**src/rtl/complex_demulp.sv**
```systemverilog
// Inverse phase rotator: (in_r + j*in_i) * (cos - j*sin), one shared multiplier over 4 cycles.
// Build option DEROT_ROUND_EN: round half toward +inf instead of truncating toward -inf.
module complex_demulp #(
    parameter int unsigned IN_W     = 13,
    parameter int unsigned COEF_W   = 12,
    parameter int unsigned OUT_W    = 8,
    parameter int unsigned FRAC_SUM = 15
) (
    input  logic                     clk,
    input  logic                     rst_n,
    input  logic                     in_valid,
    output logic                     in_ready,
    input  logic signed [IN_W-1:0]   in_r,
    input  logic signed [IN_W-1:0]   in_i,
    input  logic signed [COEF_W-1:0] cos_2p_by,
    input  logic signed [COEF_W-1:0] sin_2p_by,
    output logic                     out_valid,
    input  logic                     out_ready,
    output logic signed [OUT_W-1:0]  out_r,
    output logic signed [OUT_W-1:0]  out_i,
    output logic                     out_sat
);

    localparam int unsigned PROD_W = IN_W + COEF_W;
    localparam int unsigned ACC_W  = PROD_W + 1;
    localparam int unsigned EXT_W  = ACC_W + 1;
    localparam logic signed [EXT_W-1:0] SAT_MAX = EXT_W'(2 ** (OUT_W - 1) - 1);
    localparam logic signed [EXT_W-1:0] SAT_MIN = EXT_W'(-(2 ** (OUT_W - 1)));
`ifdef DEROT_ROUND_EN
    localparam logic signed [EXT_W-1:0] RND_HALF = EXT_W'(2 ** (FRAC_SUM - 1));
`endif

    typedef enum logic [1:0] {
        IDLE = 2'd0,
        MUL  = 2'd1,
        OUT  = 2'd2
    } state_e;

    state_e                    state_q, state_d;
    logic [1:0]                k_q, k_d;
    logic signed [IN_W-1:0]    op_r_q, op_r_d, op_i_q, op_i_d;
    logic signed [COEF_W-1:0]  cos_q, cos_d, sin_q, sin_d;
    logic signed [ACC_W-1:0]   acc_r_q, acc_r_d, acc_i_q, acc_i_d;
    logic                      in_ready_q, in_ready_d;
    logic                      out_valid_q, out_valid_d;
    logic signed [OUT_W-1:0]   out_r_q, out_r_d, out_i_q, out_i_d;
    logic                      out_sat_q, out_sat_d;

    logic signed [IN_W-1:0]    mul_a_c;
    logic signed [COEF_W-1:0]  mul_b_c;
    logic signed [PROD_W-1:0]  prod_c;
    logic signed [ACC_W-1:0]   prod_ext_c;
    logic signed [ACC_W-1:0]   acc_i_fin_c;
    logic [OUT_W:0]            res_r_c, res_i_c;

    // Scale a Q10.15 accumulator to an integer and clamp; MSB of the result flags a clamp.
    function automatic logic [OUT_W:0] scale_sat(input logic signed [ACC_W-1:0] acc);
        logic signed [EXT_W-1:0] ext;
        logic signed [EXT_W-1:0] sh;
        ext = $signed({acc[ACC_W-1], acc});
`ifdef DEROT_ROUND_EN
        ext = ext + RND_HALF;
`endif
        sh = ext >>> FRAC_SUM;
        if (sh > SAT_MAX) begin
            return {1'b1, SAT_MAX[OUT_W-1:0]};
        end else if (sh < SAT_MIN) begin
            return {1'b1, SAT_MIN[OUT_W-1:0]};
        end
        return {1'b0, sh[OUT_W-1:0]};
    endfunction

    // Operand select for the shared multiplier.
    always_comb begin
        mul_a_c = op_r_q;
        mul_b_c = cos_q;
        unique case (k_q)
            2'd0: begin mul_a_c = op_r_q; mul_b_c = cos_q; end
            2'd1: begin mul_a_c = op_i_q; mul_b_c = sin_q; end
            2'd2: begin mul_a_c = op_i_q; mul_b_c = cos_q; end
            2'd3: begin mul_a_c = op_r_q; mul_b_c = sin_q; end
        endcase
    end

    assign prod_c      = PROD_W'(mul_a_c) * PROD_W'(mul_b_c);
    assign prod_ext_c  = ACC_W'(prod_c);
    assign acc_i_fin_c = acc_i_q - prod_ext_c;
    assign res_r_c     = scale_sat(acc_r_q);
    assign res_i_c     = scale_sat(acc_i_fin_c);

    // State register.
    always_ff @(posedge clk or negedge rst_n) begin
        if (!rst_n) begin
            state_q     <= IDLE;
            k_q         <= '0;
            op_r_q      <= '0;
            op_i_q      <= '0;
            cos_q       <= '0;
            sin_q       <= '0;
            acc_r_q     <= '0;
            acc_i_q     <= '0;
            in_ready_q  <= 1'b0;
            out_valid_q <= 1'b0;
            out_r_q     <= '0;
            out_i_q     <= '0;
            out_sat_q   <= 1'b0;
        end else begin
            state_q     <= state_d;
            k_q         <= k_d;
            op_r_q      <= op_r_d;
            op_i_q      <= op_i_d;
            cos_q       <= cos_d;
            sin_q       <= sin_d;
            acc_r_q     <= acc_r_d;
            acc_i_q     <= acc_i_d;
            in_ready_q  <= in_ready_d;
            out_valid_q <= out_valid_d;
            out_r_q     <= out_r_d;
            out_i_q     <= out_i_d;
            out_sat_q   <= out_sat_d;
        end
    end

    // Next-state and datapath control.
    always_comb begin
        state_d     = state_q;
        k_d         = k_q;
        op_r_d      = op_r_q;
        op_i_d      = op_i_q;
        cos_d       = cos_q;
        sin_d       = sin_q;
        acc_r_d     = acc_r_q;
        acc_i_d     = acc_i_q;
        out_valid_d = out_valid_q;
        out_r_d     = out_r_q;
        out_i_d     = out_i_q;
        out_sat_d   = out_sat_q;

        unique case (state_q)
            IDLE: begin
                if (in_valid && in_ready_q) begin
                    op_r_d  = in_r;
                    op_i_d  = in_i;
                    cos_d   = cos_2p_by;
                    sin_d   = sin_2p_by;
                    acc_r_d = '0;
                    acc_i_d = '0;
                    k_d     = 2'd0;
                    state_d = MUL;
                end
            end
            MUL: begin
                k_d = k_q + 2'd1;
                unique case (k_q)
                    2'd0, 2'd1: acc_r_d = acc_r_q + prod_ext_c;
                    2'd2:       acc_i_d = acc_i_q + prod_ext_c;
                    2'd3: begin
                        acc_i_d     = acc_i_fin_c;
                        out_r_d     = $signed(res_r_c[OUT_W-1:0]);
                        out_i_d     = $signed(res_i_c[OUT_W-1:0]);
                        out_sat_d   = res_r_c[OUT_W] | res_i_c[OUT_W];
                        out_valid_d = 1'b1;
                        state_d     = OUT;
                    end
                endcase
            end
            OUT: begin
                if (out_ready) begin
                    out_valid_d = 1'b0;
                    state_d     = IDLE;
                end
            end
            default: state_d = IDLE;
        endcase

        in_ready_d = (state_d == IDLE);
    end

    assign in_ready  = in_ready_q;
    assign out_valid = out_valid_q;
    assign out_r     = out_r_q;
    assign out_i     = out_i_q;
    assign out_sat   = out_sat_q;

endmodule
```
**config.mk**
```make
export PLATFORM = sky130hd
export DESIGN_NAME = complex_demulp
export DESIGN_NICKNAME = d
export VERILOG_FILES = /design/src/rtl/complex_demulp.sv
export SDC_FILE = /design/constraint.sdc
export NUM_CORES = 1
export LEC_CHECK = 0
export BUFFER_PORTS_ARGS = -buffer_cell sky130_fd_sc_hd__buf_2
export CORE_ASPECT_RATIO = 1.1
export CORE_MARGIN = 3
export CORE_UTILIZATION = 58
export DETAILED_ROUTE_END_ITERATION = 10
export GPL_TIMING_DRIVEN = 0
export PLACE_DENSITY = 0.79
export SLEW_MARGIN = 20
export SYNTH_ARGS = -nofsm -noshare
export SYNTH_HDL_FRONTEND = slang
export SYNTH_SLANG_ARGS = --single-unit
```
**constraint.sdc**
```tcl
create_clock -name clk -period 8.07 [get_ports clk]
set_clock_uncertainty 0.1 [all_clocks]
set_input_delay 1.2105 -clock clk [delete_from_list [all_inputs] [get_ports clk]]
set_output_delay 1.2105 -clock clk [all_outputs]
set_load 0.02 [all_outputs]
```
==> summary.md, run 1 <==
| Metric | Value |
|---|---|
| Status | `finished with violations` |
| Failing checks | `setup timing` |
| Num rows | `60` |
| Unrepaired setup endpoints after global routing | `true` |
| Hold buffer count at CTS | `0` |
| CP max stage delay | `0.55 ns` |
| GP Congestion | `0.986` |
| Share of cells above drive strength 1 | `24.4%` |
| Worst Tran Pin Value | `0.924 ns` |
| Vias in the first global route | `13,100` |
| Die Area | `27,400 sq um` |
| Port bufs | `72` |
| Post-synth top area share | `21.2%` |
| Post-synthesis sequential area ratio | `21.2%` |
| Via density | `5.95` |
| Clock Latency Late Sink | `0.45 ns` |
| Ys async rst share | `100%` |
| CTS tree | `done` |
| Number of diodes | `0` |
| CP Class | `reg2reg` |
| CP max FO | `6` |
| Fin Hold WS | `0.375 ns` |
| TritonCTS Sinks | `125` |
| Synth top area cells | `dfrtp_1 21%, fa_1 20%, ha_1 11%, inv_1 6.3%, mux2_2 5.5%` |
| Setup tns final | `-7.32 ns` |
| EDFF count, synth | `0` |
| Width of the die | `158 um` |
| Total number of vias | `12,900` |
| Final nets | `2,178` |
| Critical Path Slowest Stage Cell | `fa_1` |
| Slew Viols, Final | `0` |
| Critical Path Most Common Cell | `fa_1` |
| Hpwl dp | `31.0 mm` |
| DRC errors left | `0` |
| Min setup slack post-route | `-0.695 ns` |
| Initial DRT Pass Iterations | `7` |
| Antenna violations before repair | `0` |
| HP Class | `reg2reg` |
| Core area | `24,800 sq um` |
| Max Root-Sink Buffers | `2` |
| Initial Utilization | `59.7%` |
| CP Launch Type | `flip-flop` |
| Most frequent cells in the layout | `235 x inv_1, 177 x nand2_1, 146 x fa_1` |
| Mapped Cells | `1,657` |
| CTS H-tree depth | `4` |
| Worst EP required | `8.31 ns` |
| MaxCap Viol Count | `0` |
| Final setup vio count | `14` |
| Min cycle time layout | `8.76 ns` |
| Worst relative slew slack | `38.4%` |
| Main synth FF type | `dfrtp_1` |
| Crit share post-route | `109%` |
| Top-Level Pins | `73` |
| Die Ht | `173 um` |
| Util after Layout | `73.6%` |
| Post-Syn Nets | `1,994` |
| Global Route Usage Sum | `31.1%` |
| Final Hold Fails | `0` |
| 1st-iter DRT viols | `955` |
| Placement Setup Slack | `-1.67 ns` |
| Worst path top cell family by delay | `adder cells` |
| Clk slew on worst S/H paths | `0.07 ns` |
| Clock Root Buffer | `clkbuf_16` |
| Commonest non-fill, non-tap cell in the layout | `inv_1` |
| Syn Std Cell Area | `14,800 sq um` |
| Final WL | `44.1 mm` |
| Worst setup EP type | `flip-flop` |
| GRT overflow | `0` |
| WP data arrival | `9.00 ns` |
| Synth cell types | `74` |
| Area growth syn-to-layout | `23.4%` |
| F_max | `114 MHz` |
| Syn Area/Cell | `8.92 sq um` |
| Register bit total from synthesis | `125` |
| First-pass GRT wire length | `67.2 mm` |
| Final ANT Viol Nets | `0` |
| CP Buf/Inv Count | `8` |
| CTS Buf Count | `17` |
| YS warnings | `0` |
| Avg WL per Cell | `20.4 um` |
| Largest net degree at the start of global routing | `94` |
| Synth area leader | `dfrtp_1` |
sequential cells by signal, indices dropped and copies added, names as in the netlist:
signal and count:
sin_q 12, out_i 8, state_q 2, cos_q 12
acc_i_q 26, op_i_q 13, in_ready 1, op_r_q 13
out_r 8, out_sat 1, out_valid 1, acc_r_q 26
k_q 2
synth_stat cells (6+ instances only):
library cell  count
xor2_1           21
o21ai_1           8
a21oi_1          91
ha_1            132
o31ai_1          15
o21ai_0          86
dfrtp_1         125
a22o_1           13
or3_1             6
xnor2_1          51
nand3_1          22
o21a_1            9
nand2b_1         20
fa_1            151
o21bai_1          9
inv_1           247
and2_1           12
nand2_1         182
clkbuf_1         37
mux2_2           72
nor2b_1          18
mux2i_1          26
a31oi_1           7
buf_1             7
a21o_1           21
o211ai_1          9
a211o_1           6
nor3_1           22
nor2_1          136
final cells by class:
| class | instances | area [sq um] |
|---|---|---|
| plain buffers | 46 | 374 |
| clock buffers | 18 | 429 |
| clock inverters | 14 | 133 |
| fillers | 1721 | 6530 |
| inverters | 253 | 968 |
| multi-input cells | 1229 | 11500 |
| flip-flops and latches | 125 | 3130 |
| well taps | 310 | 388 |
| repair buffers | 169 | 1280 |
metal layers:
metal / wire (um) / track usage, % / share of wire, %
met1: 16700 / 37.9 / 38
met2: 22100 / 53.2 / 50
met3: 2870 / 5.34 / 6.5
met4: 2450 / 14.6 / 5.6
met5: 0 / 0 / 0
cell families after synthesis:
| group | synth area share (%) |
|---|---|
| AOI/OAI and AO/OA | 14.2 |
| xor gates and xnor gates | 4.57 |
| adders and majority gates | 31.6 |
| buffers and inverters | 7.81 |
| DFF | 21.2 |
| muxes | 7.25 |
| and+or+nand+nor | 13.3 |
worst min-delay path: stages, from the launching register on:
cell,delay (ns)
dfrtp_1,0.34
nand2_1,0.05
nand2_1,0.06
repair_timing:
item / in CTS / in global routing
setup buffers: 41 / 51
pin swaps: 23 / 62
gates cloned: 2 / 2
gates resized for setup: 109 / 138
setup endpoints to repair: 28 / 23
stage by stage:
step / instances / area [sq um]
after floorplan: 1657 / 15000
after global placement: 2039 / 15700
after detailed placement: 2040 / 15800
after CTS: 2114 / 17300
after global routing: 2164 / 18200
final: 2164 / 18200
worst paths after layout:
kind	slack, ns	cells after the start	to	start
max in group asynchronous	6.57	2	state_q[0]$_DFF_PN0_	rst_n
worst min-delay path	0.38	2	out_r[7]$_DFFE_PN0P_	out_r[7]$_DFFE_PN0P_
worst min register to register	0.38	2	out_r[7]$_DFFE_PN0P_	out_r[7]$_DFFE_PN0P_
worst max-delay path	-0.69	35	out_sat$_DFFE_PN0P_	k_q[0]$_DFFE_PN0P_
min in group asynchronous	0.51	1	sin_q[4]$_DFFE_PN0P_	rst_n
worst max register to register	-0.69	35	out_sat$_DFFE_PN0P_	k_q[0]$_DFFE_PN0P_
Power of run 1 is not shown: default switching activity piles up to over one toggle a cycle in this logic, so the estimate is an artifact.
==> inputs of run 2 (changes only) <==
--- a/config.mk
+++ b/config.mk
@@ -11,8 +11,7 @@
 export CORE_UTILIZATION = 58
 export DETAILED_ROUTE_END_ITERATION = 10
 export GPL_TIMING_DRIVEN = 0
-export PLACE_DENSITY = 0.79
-export SLEW_MARGIN = 20
+export PLACE_DENSITY = 0.8
 export SYNTH_ARGS = -nofsm -noshare
 export SYNTH_HDL_FRONTEND = slang
 export SYNTH_SLANG_ARGS = --single-unit
==> summary.md, run 2 (synthesis gave the netlist of run 1 again) <==
| Metric | Value |
|---|---|
| Most frequent cells in the layout | `238 x inv_1, 178 x nand2_1, 149 x fa_1` |
| CTS H-tree depth | `4 (unchanged)` |
| Worst r2r src | `k_q[0]$_DFFE_PN0P_` |
| Num rows | `60 (unchanged)` |
| Fill cells | `1,723 (+0.12%)` |
| Fin Hold WS | `0.369 ns (-0.00572 ns)` |
| Largest net degree at the start of global routing | `85 (-9.6%)` |
| Reg-to-reg setup timing slack | `-0.59 ns (+0.10 ns)` |
| CP max stage delay | `0.56 ns (about the same)` |
| GRT overflow | `0 (unchanged)` |
| Met2 usage | `53.6% (+0.43 points)` |
| Grt met3 use | `5.62% (+0.27 points)` |
| Width of the die | `158 um (unchanged)` |
| Port bufs | `72 (unchanged)` |
| Final ANT Viol Nets | `0 (unchanged)` |
| Critical Path Most Common Cell | `fa_1` |
| Slew Viols, Final | `0 (unchanged)` |
| Min setup slack post-route | `-0.592 ns (+0.102 ns)` |
| CP Class | `reg2reg` |
| Area of the multi-input gates | `11,500 sq um (-0.58%)` |
| HP Class | `reg2reg` |
| First-pass GRT wire length | `68.2 mm (+1.5%)` |
| F_max | `115 MHz (+1.2%)` |
| CP Launch Type | `flip-flop` |
| Final nets | `2,144 (-1.6%)` |
| Met1 usage | `37.8% (-0.057 points)` |
| Commonest non-fill, non-tap cell in the layout | `inv_1` |
| Final WL | `44.1 mm (-0.15%)` |
| 1st-iter DRT viols | `1,115 (+17%)` |
| Placed inst area | `15,800 sq um (about the same)` |
| Core area | `24,800 sq um (unchanged)` |
| Worst setup path endpoint | `out_i[2]$_DFFE_PN0P_` |
| Initial DRT Pass Iterations | `6 (-1)` |
| Unrepaired setup endpoints after global routing | `true` |
| Max Root-Sink Buffers | `2 (unchanged)` |
| Clock Latency Late Sink | `0.44 ns (about the same)` |
| Die Ht | `173 um (unchanged)` |
| Worst setup path startpoint | `k_q[0]$_DFFE_PN0P_` |
| Clock Root Buffer | `clkbuf_16` |
| Area growth syn-to-layout | `20.7%` |
| CTS Buf Count | `17 (unchanged)` |
| Global Route Usage Sum | `31.5% (+0.39 points)` |
| Critical Path Slowest Stage Cell | `fa_1` |
| Grt peak-use layer | `met2` |
| Crit share post-route | `107% (-1.3 points)` |
| Worst reg-to-reg path cell count | `33 (-5.7%)` |
| TritonCTS Sinks | `125 (unchanged)` |
| Total number of vias | `12,900 (+0.12%)` |
| Avg WL per Cell | `20.7 um (+1.4%)` |
| Final setup vio count | `13 (-1)` |
| Register area | `3130 sq um (unchanged)` |
| Final Hold Fails | `0 (unchanged)` |
| Die Area | `27,400 sq um (unchanged)` |
| Crit Reg-Reg Endpoint | `out_i[2]$_DFFE_PN0P_` |
| CP max FO | `9 (+3)` |
| GP Congestion | `0.981 (-0.55%)` |
| Min cycle time layout | `8.66 ns (-0.102 ns)` |
| Biggest regs | `acc_i_q (26), acc_r_q (26)` |
| Worst EP required | `8.30 ns (about the same)` |
| CTS tree | `done` |
| Worst setup EP type | `flip-flop` |
| Antenna violations before repair | `0 (unchanged)` |
| Top-Level Pins | `73 (unchanged)` |
| Hpwl dp | `31.5 mm (+1.7%)` |
| Cell area after layout | `17,800 sq um (-2.2%)` |
| Initial Utilization | `59.7% (unchanged)` |
| Via density | `6.05 (+1.7%)` |
| MaxCap Viol Count | `0 (unchanged)` |
| Status | `finished with violations` |
| Number of diodes | `0 (unchanged)` |
| DRC errors left | `0 (unchanged)` |
| Worst Tran Pin Value | `1.33 ns (+0.406 ns)` |
| Worst relative slew slack | `10.6% (-28 points)` |
| Clk slew on worst S/H paths | `0.07 ns (about the same)` |
| Failing checks | `setup timing` |
| Share of cells above drive strength 1 | `22.3% (-2.1 points)` |
| WP data arrival | `8.89 ns (-0.11 ns)` |
| Vias in the first global route | `13,400 (+2.0%)` |
## run 2: cell types whose count changed in the layout (fill, tap and decap cells not counted), sizes merged
cell	previous run	this run
buf	188	152
bufinv	1	2
clkbuf	45	47
clkinv	6	5
clkinvlp	3	4
inv	257	256
## run 2: layer usage
metal  wire (um)  vias up
li1            -     5781
met1       16700     6317
met2       21600      596
met3        3020      186
met4        2730        0
met5           0        -
## run 2: layout make-up
| type | instances | area share [%] |
|---|---|---|
| repair buffers | 136 | 5.41 |
| well taps | 310 | 2.17 |
| inverters | 253 | 5.39 |
| flip-flops and latches | 125 | 17.5 |
| clock inverters | 14 | 0.877 |
| plain buffers | 45 | 1.89 |
| multi-input cells | 1229 | 64.3 |
| clock buffers | 18 | 2.41 |
## run 2: metrics by stage
stage / setup WS (ns) / std cells / util, % / TNS, ns
5_1_grt: -0.875 / 2130 / 72.0 / -10.84
2_1_floorplan: 0.000191 / 1657 / - / 0
3_3_place_gp: -1.63 / 2039 / 63.5 / -22.80
4_1_cts: -0.612 / 2104 / 68.8 / -6.04
6_report: -0.592 / 2130 / 72.0 / -6.37
3_5_place_dp: -1.80 / 2040 / 63.7 / -26.61
## run 2: repair_timing
action,4_1_cts,5_1_grt
endpoints found under the setup margin,29,25
hold buffers,0,0
resized for setup,92,136
setup buffers,34,27
pin swaps,22,37
cloned,0,2
## run 2: how the worst min path moves through the flow
stage,startpoint,end,slack (ns),cells past startpoint
floorplan,acc_r_q[12]$_DFFE_PN0P_,acc_r_q[12]$_DFFE_PN0P_,0.35,2
global placement,out_i[7]$_DFFE_PN0P_,out_i[7]$_DFFE_PN0P_,0.36,2
detailed placement,out_r[7]$_DFFE_PN0P_,out_r[7]$_DFFE_PN0P_,0.36,2
CTS,out_r[7]$_DFFE_PN0P_,out_r[7]$_DFFE_PN0P_,0.37,2
global route,out_r[7]$_DFFE_PN0P_,out_r[7]$_DFFE_PN0P_,0.40,2
finish,out_r[7]$_DFFE_PN0P_,out_r[7]$_DFFE_PN0P_,0.37,2
## run 2: worst max-delay path, delay by kind of cell, from the launching register on
kind	cells	cell delay, ns
DFF	1	0.44
adders and majority gates	8	3.31
xor gates and xnor gates	2	0.55
and+or+nand+nor	6	1.05
muxes	1	0.36
AOI/OAI and AO/OA	9	1.97
buffers and inverters	7	0.75
Power of run 2 is left out for the same reason.
